**config.mk**
```make
export PLATFORM = sky130hd
export DESIGN_NAME = video_timing_gen
export DESIGN_NICKNAME = d
export VERILOG_FILES = /design/src/rtl/video_timing_gen.sv
export SDC_FILE = /design/constraint.sdc
export NUM_CORES = 1
export LEC_CHECK = 0
export ABC_AREA = 1
export CORE_AREA = 2 2 99 101
export CTS_BUF_LIST = sky130_fd_sc_hd__clkbuf_4
export DETAILED_ROUTE_END_ITERATION = 10
export DIE_AREA = 0 0 101 103
export HOLD_SLACK_MARGIN = 0.08
export SLEW_MARGIN = 20
export SYNTH_ARGS = -nofsm -noshare
export SYNTH_HDL_FRONTEND = slang
export SYNTH_SLANG_ARGS = --single-unit
```
**constraint.sdc**
```tcl
create_clock -name clk -period 1.9 [get_ports clk]
set_clock_uncertainty 0.05 [all_clocks]
set_input_delay 0.38 -clock clk [delete_from_list [all_inputs] [get_ports clk]]
set_output_delay 0.38 -clock clk [all_outputs]
set_load 0.005 [all_outputs]
```
**src/rtl/video_timing_gen.sv**
```systemverilog
// Raster timing sequencer: walks hc/vc through active/porch/sync regions and
// emits registered de, syncs, coordinates and line/frame markers.
module video_timing_gen #(
   parameter int H_ACTIVE = 640,
   parameter int H_FP     = 16,
   parameter int H_SYNC   = 96,
   parameter int H_BP     = 48,
   parameter int V_ACTIVE = 480,
   parameter int V_FP     = 10,
   parameter int V_SYNC   = 2,
   parameter int V_BP     = 33,
   parameter bit H_POL    = 1'b0,
   parameter bit V_POL    = 1'b0,
   parameter int X_W      = 12,
   parameter int Y_W      = 11
) (
   input  logic           clk,
   input  logic           rst,
   input  logic           en,
   output logic           de,
   output logic           hsync,
   output logic           vsync,
   output logic [1:0]     ctrl,
   output logic [X_W-1:0] x,
   output logic [Y_W-1:0] y,
   output logic           line_start,
   output logic           frame_start,
   output logic [7:0]     frame_count
);

   localparam int H_TOTAL = H_ACTIVE + H_FP + H_SYNC + H_BP;
   localparam int V_TOTAL = V_ACTIVE + V_FP + V_SYNC + V_BP;

   if (H_TOTAL > (1 << X_W) || V_TOTAL > (1 << Y_W)) begin : g_bad_size
      $error("video_timing_gen: raster totals do not fit the counter widths");
   end

   localparam logic [X_W-1:0] H_ACT_END  = X_W'(H_ACTIVE);
   localparam logic [X_W-1:0] H_SYNC_LO  = X_W'(H_ACTIVE + H_FP);
   localparam logic [X_W-1:0] H_SYNC_HI  = X_W'(H_ACTIVE + H_FP + H_SYNC);
   localparam logic [X_W-1:0] H_LAST     = X_W'(H_TOTAL - 1);
   localparam logic [Y_W-1:0] V_ACT_END  = Y_W'(V_ACTIVE);
   localparam logic [Y_W-1:0] V_SYNC_LO  = Y_W'(V_ACTIVE + V_FP);
   localparam logic [Y_W-1:0] V_SYNC_HI  = Y_W'(V_ACTIVE + V_FP + V_SYNC);
   localparam logic [Y_W-1:0] V_LAST     = Y_W'(V_TOTAL - 1);

   // hc/vc hold the position that the next enabled cycle will emit.
   logic [X_W-1:0] hc_q, hc_d, x_q, x_d;
   logic [Y_W-1:0] vc_q, vc_d, y_q, y_d;
   logic           de_q, de_d, hsync_q, hsync_d, vsync_q, vsync_d;
   logic           line_start_q, line_start_d, frame_start_q, frame_start_d;
   logic [7:0]     frame_count_q, frame_count_d;
   logic           h_active, v_active, h_sync, v_sync;

   always_comb begin
      h_active = hc_q < H_ACT_END;
      v_active = vc_q < V_ACT_END;
      h_sync   = (hc_q >= H_SYNC_LO) && (hc_q < H_SYNC_HI);
      v_sync   = (vc_q >= V_SYNC_LO) && (vc_q < V_SYNC_HI);

      // NOTE: every _d gets a default before any branch so no latch is inferred.
      hc_d          = hc_q;
      vc_d          = vc_q;
      x_d           = x_q;
      y_d           = y_q;
      frame_count_d = frame_count_q;
      de_d          = 1'b0;
      hsync_d       = ~H_POL;
      vsync_d       = ~V_POL;
      line_start_d  = 1'b0;
      frame_start_d = 1'b0;

      if (en) begin
         de_d          = h_active && v_active;
         hsync_d       = h_sync ? H_POL : ~H_POL;
         vsync_d       = v_sync ? V_POL : ~V_POL;
         x_d           = hc_q;
         y_d           = vc_q;
         line_start_d  = (hc_q == '0);
         frame_start_d = (hc_q == '0) && (vc_q == '0);
         if (frame_start_d) begin
            frame_count_d = frame_count_q + 8'd1;
         end
         if (hc_q == H_LAST) begin
            hc_d = '0;
            vc_d = (vc_q == V_LAST) ? '0 : vc_q + Y_W'(1);
         end else begin
            hc_d = hc_q + X_W'(1);
         end
      end
   end

   // NOTE: non-blocking assignments so every flop samples pre-edge values.
   always_ff @(posedge clk) begin
      if (rst) begin
         hc_q          <= '0;
         vc_q          <= '0;
         x_q           <= '0;
         y_q           <= '0;
         de_q          <= 1'b0;
         hsync_q       <= ~H_POL;
         vsync_q       <= ~V_POL;
         line_start_q  <= 1'b0;
         frame_start_q <= 1'b0;
         frame_count_q <= 8'd0;
      end else begin
         hc_q          <= hc_d;
         vc_q          <= vc_d;
         x_q           <= x_d;
         y_q           <= y_d;
         de_q          <= de_d;
         hsync_q       <= hsync_d;
         vsync_q       <= vsync_d;
         line_start_q  <= line_start_d;
         frame_start_q <= frame_start_d;
         frame_count_q <= frame_count_d;
      end
   end

   assign de          = de_q;
   assign hsync       = hsync_q;
   assign vsync       = vsync_q;
   assign ctrl        = {vsync_q, hsync_q};
   assign x           = x_q;
   assign y           = y_q;
   assign line_start  = line_start_q;
   assign frame_start = frame_start_q;
   assign frame_count = frame_count_q;

endmodule

```
== After elaboration in Yosys (flattened, before gate mapping) ==
Index checks and enable logic that the tools add are counted.
Word-level totals
  flip-flop bits (word level): 59
  latch bits: 0
  bits in writable memories: 0
  bits in read-only memories: 0
  input port bits: 3
  output and inout port bits: 38
  logic and storage cells: 35
  memories: 0
Operators by class
  add/sub/neg operators: 3
  multipliers: 0
  div/mod/pow operators: 0
  magnitude comparators: 6
  equal/unequal tests: 2
  shift-type cells: 0
  mux-type cells: 4
  bitwise gates (word level): 1
  reductions and logical operators: 9
Operator list (count)
  < comparator 12 x 10 -> 1 bit, second input constant: 2
  < comparator 11 x 9 -> 1 bit, second input constant: 2
  adder 12 x 1 -> 12 bit, second input constant: 1
  == test 12 x 10 -> 1 bit, second input constant: 1
  >= comparator 12 x 10 -> 1 bit, second input constant: 1
  logical NOT 12 bit: 1
  two-way mux 12 bit: 1
  adder 11 x 1 -> 11 bit, second input constant: 1
  == test 11 x 10 -> 1 bit, second input constant: 1
  >= comparator 11 x 9 -> 1 bit, second input constant: 1
  logical NOT 11 bit: 1
  two-way mux 11 bit: 1
  adder 8 x 1 -> 8 bit, second input constant: 1
  logical AND 1 bit: 4
  AND reduction 2 bit: 2
  two-way mux 1 bit: 2
  OR reduction 2 bit: 1
  inverter 1 bit: 1

== Depth between registers and ports, before layout ==
  word-level depth: 3
  gate-level depth with buffers: 10
  gate-level depth less buffers: 10

== Least setup slack after synthesis ==
OpenSTA, ideal clock, no wires.
  path kind: reg2reg
  start point: reg vc_q[0]
  end point: reg frame_count_q[2] (netlist: frame_count[2])
  setup time: 0.116 ns
  arrival time: 1.239 ns
  required time: 1.734 ns
  slack: 0.495 ns
  stages on the path, launching flop included: 10
  buffers on the path: 0
  period minus slack after synthesis: 1.405 ns
  path through: dfxtp_1 > inv_1 > ha_1 > nand2_1 > nor2_1 > nand3_2 > inv_1 > nand2_1 > o21ai_0 > nor2_1
Between the ends
  cells in the longest elaborated chain, start to end: 3
RTL lines
  start: declaration: RTL line 49  | logic [Y_W-1:0] vc_q, vc_d, y_q, y_d;
  start signal: assignment: RTL line 108  | vc_q <= vc_d;
  logical NOT 11 bit: RTL line 80  | frame_start_d = (hc_q == '0) && (vc_q == '0);
  logical AND 1 bit: RTL line 80
  AND reduction 2 bit (no line)
  end signal: assignment: RTL line 116  | frame_count_q <= frame_count_d;
  end: declaration: RTL line 52  | logic [7:0] frame_count_q, frame_count_d;
No other way between the ends.
A chain may end at the register's enable or synchronous reset.

== Worst setup path after layout ==
  start point: reg frame_count_q[5] (netlist: frame_count[5])
  end point: out frame_count[5]
RTL lines
  end: declaration: RTL line 28  | output logic [7:0] frame_count
No word-level cell between the ends.

==> results_dict.tcl <==
set metrics [dict create \
    status "complete, no violations" \
    worstSetupStartpointType "flip-flop" \
    grt_pass1_wl_um 12320 \
    crit_buf_inv 1 \
    dr.pass1.iters 4 \
    syn_area_um2 2836 \
    area_growth_syn_to_layout_pct 24.70 \
    synth-seq-cells 59 \
    period_share_pct 94.70 \
    critPathKind "reg2out" \
    drt-total-wl_um 7300 \
    fin_nets 459 \
    hold_depth 2 \
    grt_start_max_net_pins 24 \
    cts_tree "built" \
    netlist_instances 400 \
    cts_buffer_depth 2 \
    p_per_area_nw_per_um2 642.9 \
    p_leak_nw 1.517 \
    antennaDiodeCount 0 \
    swShare_pct 26.25 \
    critical_path.cell_chain "clkdlybuf4s50_1" \
    yosys_warnings 0 \
    start_util_pct 29.99 \
    cts_resized 0 \
    cts_setup_buffers 0 \
    vdd_ir_drop_max_mv 0.2717 \
    timing.rr.start "vc_q[0]" \
    rsz0062_at_grt "false" \
    seq_power_share_pct 56.8 \
    intPower_mw 1.677 \
    clock_sinks 59 \
    crit_family "buffers and inverters" \
    r2r_cells 9 \
    min-delay-path-class "reg2reg" \
    gp_congestion 0.8703 \
    final_hold_viol_count 0 \
    antenna_found_initial 0 \
    htreeDepth 3 \
    synth_top_area_share_pct 41.64 \
    power_frac_comb_pct 9.7 \
    syn_area_per_cell_um2 7.091 \
    drv_slew 0 \
    cts_made_buffers 9 \
    io_buffers 40 \
    power_mw 2.274 \
    worst-slew-pin-transition_ns 0.5098 \
    synth_mux_area_share_pct 0 \
    yosysSeqAreaShare_pct 41.64 \
    grt_usage_pct 15.07 \
    worstSkewPairLatency_ns 0.41 \
    synth_compound_area_share_pct 11.56 \
    reg2reg_setup_slack_ns 0.25 \
    io_pins 41 \
    syn_nets 408 \
    relSlewSlack_pct 65.70 \
    synth_top_area_cell "dfxtp_1" \
    arrival_ns 1.37 \
    fill_cells 1045 \
    setup_viol 0 \
    ys_types 30 \
    seqCellArea_um2 1181 \
    drc_errors 0 \
    clk_pin_slew_worst_paths_ns 0.10 \
    drv_cap 0 \
    synth_xor_area_share_pct 2.779 \
    via_per_inst 4.796 \
    first_global_vias 2624 \
    dp_hpwl_um 5534 \
    worst_path_max_delay_cell "clkdlybuf4s50_1" \
    ant_nets 0 \
    die_w_um 101 \
    grt.overflow.total 0 \
    cts_root_buffer "clkbuf_4" \
    synth-adder-area-share_pct 2.206 \
    hold_path_end "x[6]" \
    first_iter_violations 184 \
    fin_crit_ns 1.799 \
    ys_top_cells_by_area "dfxtp_1 42%, nand2_1 11%, inv_1 6.2%" \
    multi_input_area_um2 1396 \
    min_from "x[6]" \
    num_vias 2734 \
    r2r_end "frame_count[2]" \
    cp.required_ns 1.47 \
    power_switching_uw 597.0 \
    ctsHoldBuffers 0 \
    wire_per_inst_um 12.81 \
    die_h_um 103 \
    core-area_um2 9459 \
    synth_top_family_by_area "simple AND/OR/NAND/NOR gates" \
    drive_above_1_share_pct 9.868 \
    cp-end-kind "output pin" \
    slowest_delay_ns 0.53 \
    clkPwrFrac_pct 33.6 \
    maxClockFrequency_mhz 555.8 \
    path_max_fanout 5 \
    dieArea_um2 10400 \
    synth-simple-area-share_pct 32.69 \
    hold_slack_ns 0.4186 \
    rows 36 \
]
metal layers:
metal / track usage [%] / vias up / part of all wire (%) / wire length [um]
li1: - / 1410 / - / -
met3: 3.593 / 17 / 2.8 / 208
met2: 26.62 / 48 / 49 / 3563
met4: 5.613 / 0 / 1.8 / 134
met1: 17.80 / 1259 / 46 / 3394
met5: 0 / - / 0 / 0
synth_stat cells:
master / instances
o211a_1: 1
xor2_1: 9
nor2_8: 1
a21oi_2: 1
ha_1: 5
nor4_1: 5
buf_2: 6
o2111ai_1: 1
nand2_2: 2
nor3b_1: 1
clkbuf_1: 3
nor2_1: 47
buf_1: 3
inv_1: 47
buf_4: 2
nand3_2: 3
dfxtp_1: 59
a21oi_1: 35
nand2_1: 85
nand3b_1: 2
nand3_1: 29
o21ai_0: 17
nor2_2: 2
nor3_1: 9
nand4_1: 11
nor3_2: 1
o21ai_1: 2
a211oi_1: 4
nor2_4: 3
inv_2: 4
area by class of cell:
type | instances | share of cell area (%)
Inverter | 51 | 5.412
Clock inverter | 4 | 0.4952
Timing Repair Buffer | 54 | 14.64
Tap cell | 114 | 4.033
Multi-Input combinational cell | 276 | 39.48
Clock buffer | 12 | 2.547
Sequential cell | 59 | 33.39
sequential cells by signal, summed over array words and instances (netlist names):
signal and flops:
hc_q 12, hsync 1, frame_count 8, line_start 1, de 1, vc_q 11
vsync 1, frame_start 1, x 12, y 11
layout by cell type, fill, tap and decap left out:
master           count
a211oi_1             4
a21oi_1             35
a21oi_2              1
buf_12               1
buf_4               13
clkbuf_4            12
clkdlybuf4s50_1     40
clkinv_1             2
clkinv_2             2
dfxtp_1             59
ha_1                 5
inv_1               47
inv_2                4
nand2_1             85
nand2_2              2
nand3_1             29
nand3_2              3
nand3b_1             2
nand4_1             11
nor2_1              47
nor2_2               2
nor2_4               3
nor2_8               1
nor3_1               9
nor3_2               1
nor3b_1              1
nor4_1               5
o2111ai_1            1
o211a_1              1
o21ai_0             17
o21ai_1              2
xor2_1               9
worst max-delay path by stage:
stage,from,endpoint,slack [ns],depth (start not counted)
6_report,frame_count[5],frame_count[5],0.10,1
3_3_place_gp,en,frame_count[2],-0.002,8
4_1_cts,frame_count[0],frame_count[0],0.09,1
3_5_place_dp,en,de,-0.09,5
2_1_floorplan,vc_q[0],frame_count[2],0.50,9
5_1_grt,frame_count[2],frame_count[2],0.02,1
cell families (layout without fill, tap and decap cells):
kind of cell | Yosys count | count (layout)
simple gates | 201 | 201
fa+ha+maj | 5 | 5
compound gates | 61 | 61
flops | 59 | 59
buf+inv | 65 | 121
xor+xnor | 9 | 9
per-stage QoR:
stage               worst slack, ns  area (um2)  cells  utilization, %   TNS [ns]
CTS                         0.08751        3537    570           37.39          0
global route                0.02348        3537    570           37.39          0
floorplan                    0.4950        2836    400               -          0
finish                       0.1007        3537    570           37.39          0
detailed placement         -0.08530        3430    554           36.26    -0.2072
global placement          -0.002367        3430    554           36.26  -0.004040
power groups by stage:
stage,logic [mW],clock network [mW],registers [mW]
floorplan,0.111,0,1.32
global placement,0.217,0,1.32
detailed placement,0.222,0,1.32
CTS,0.222,0.780,1.29
global route,0.247,0.841,1.30
finish,0.220,0.764,1.29
(Power assumes the default switching activity.)
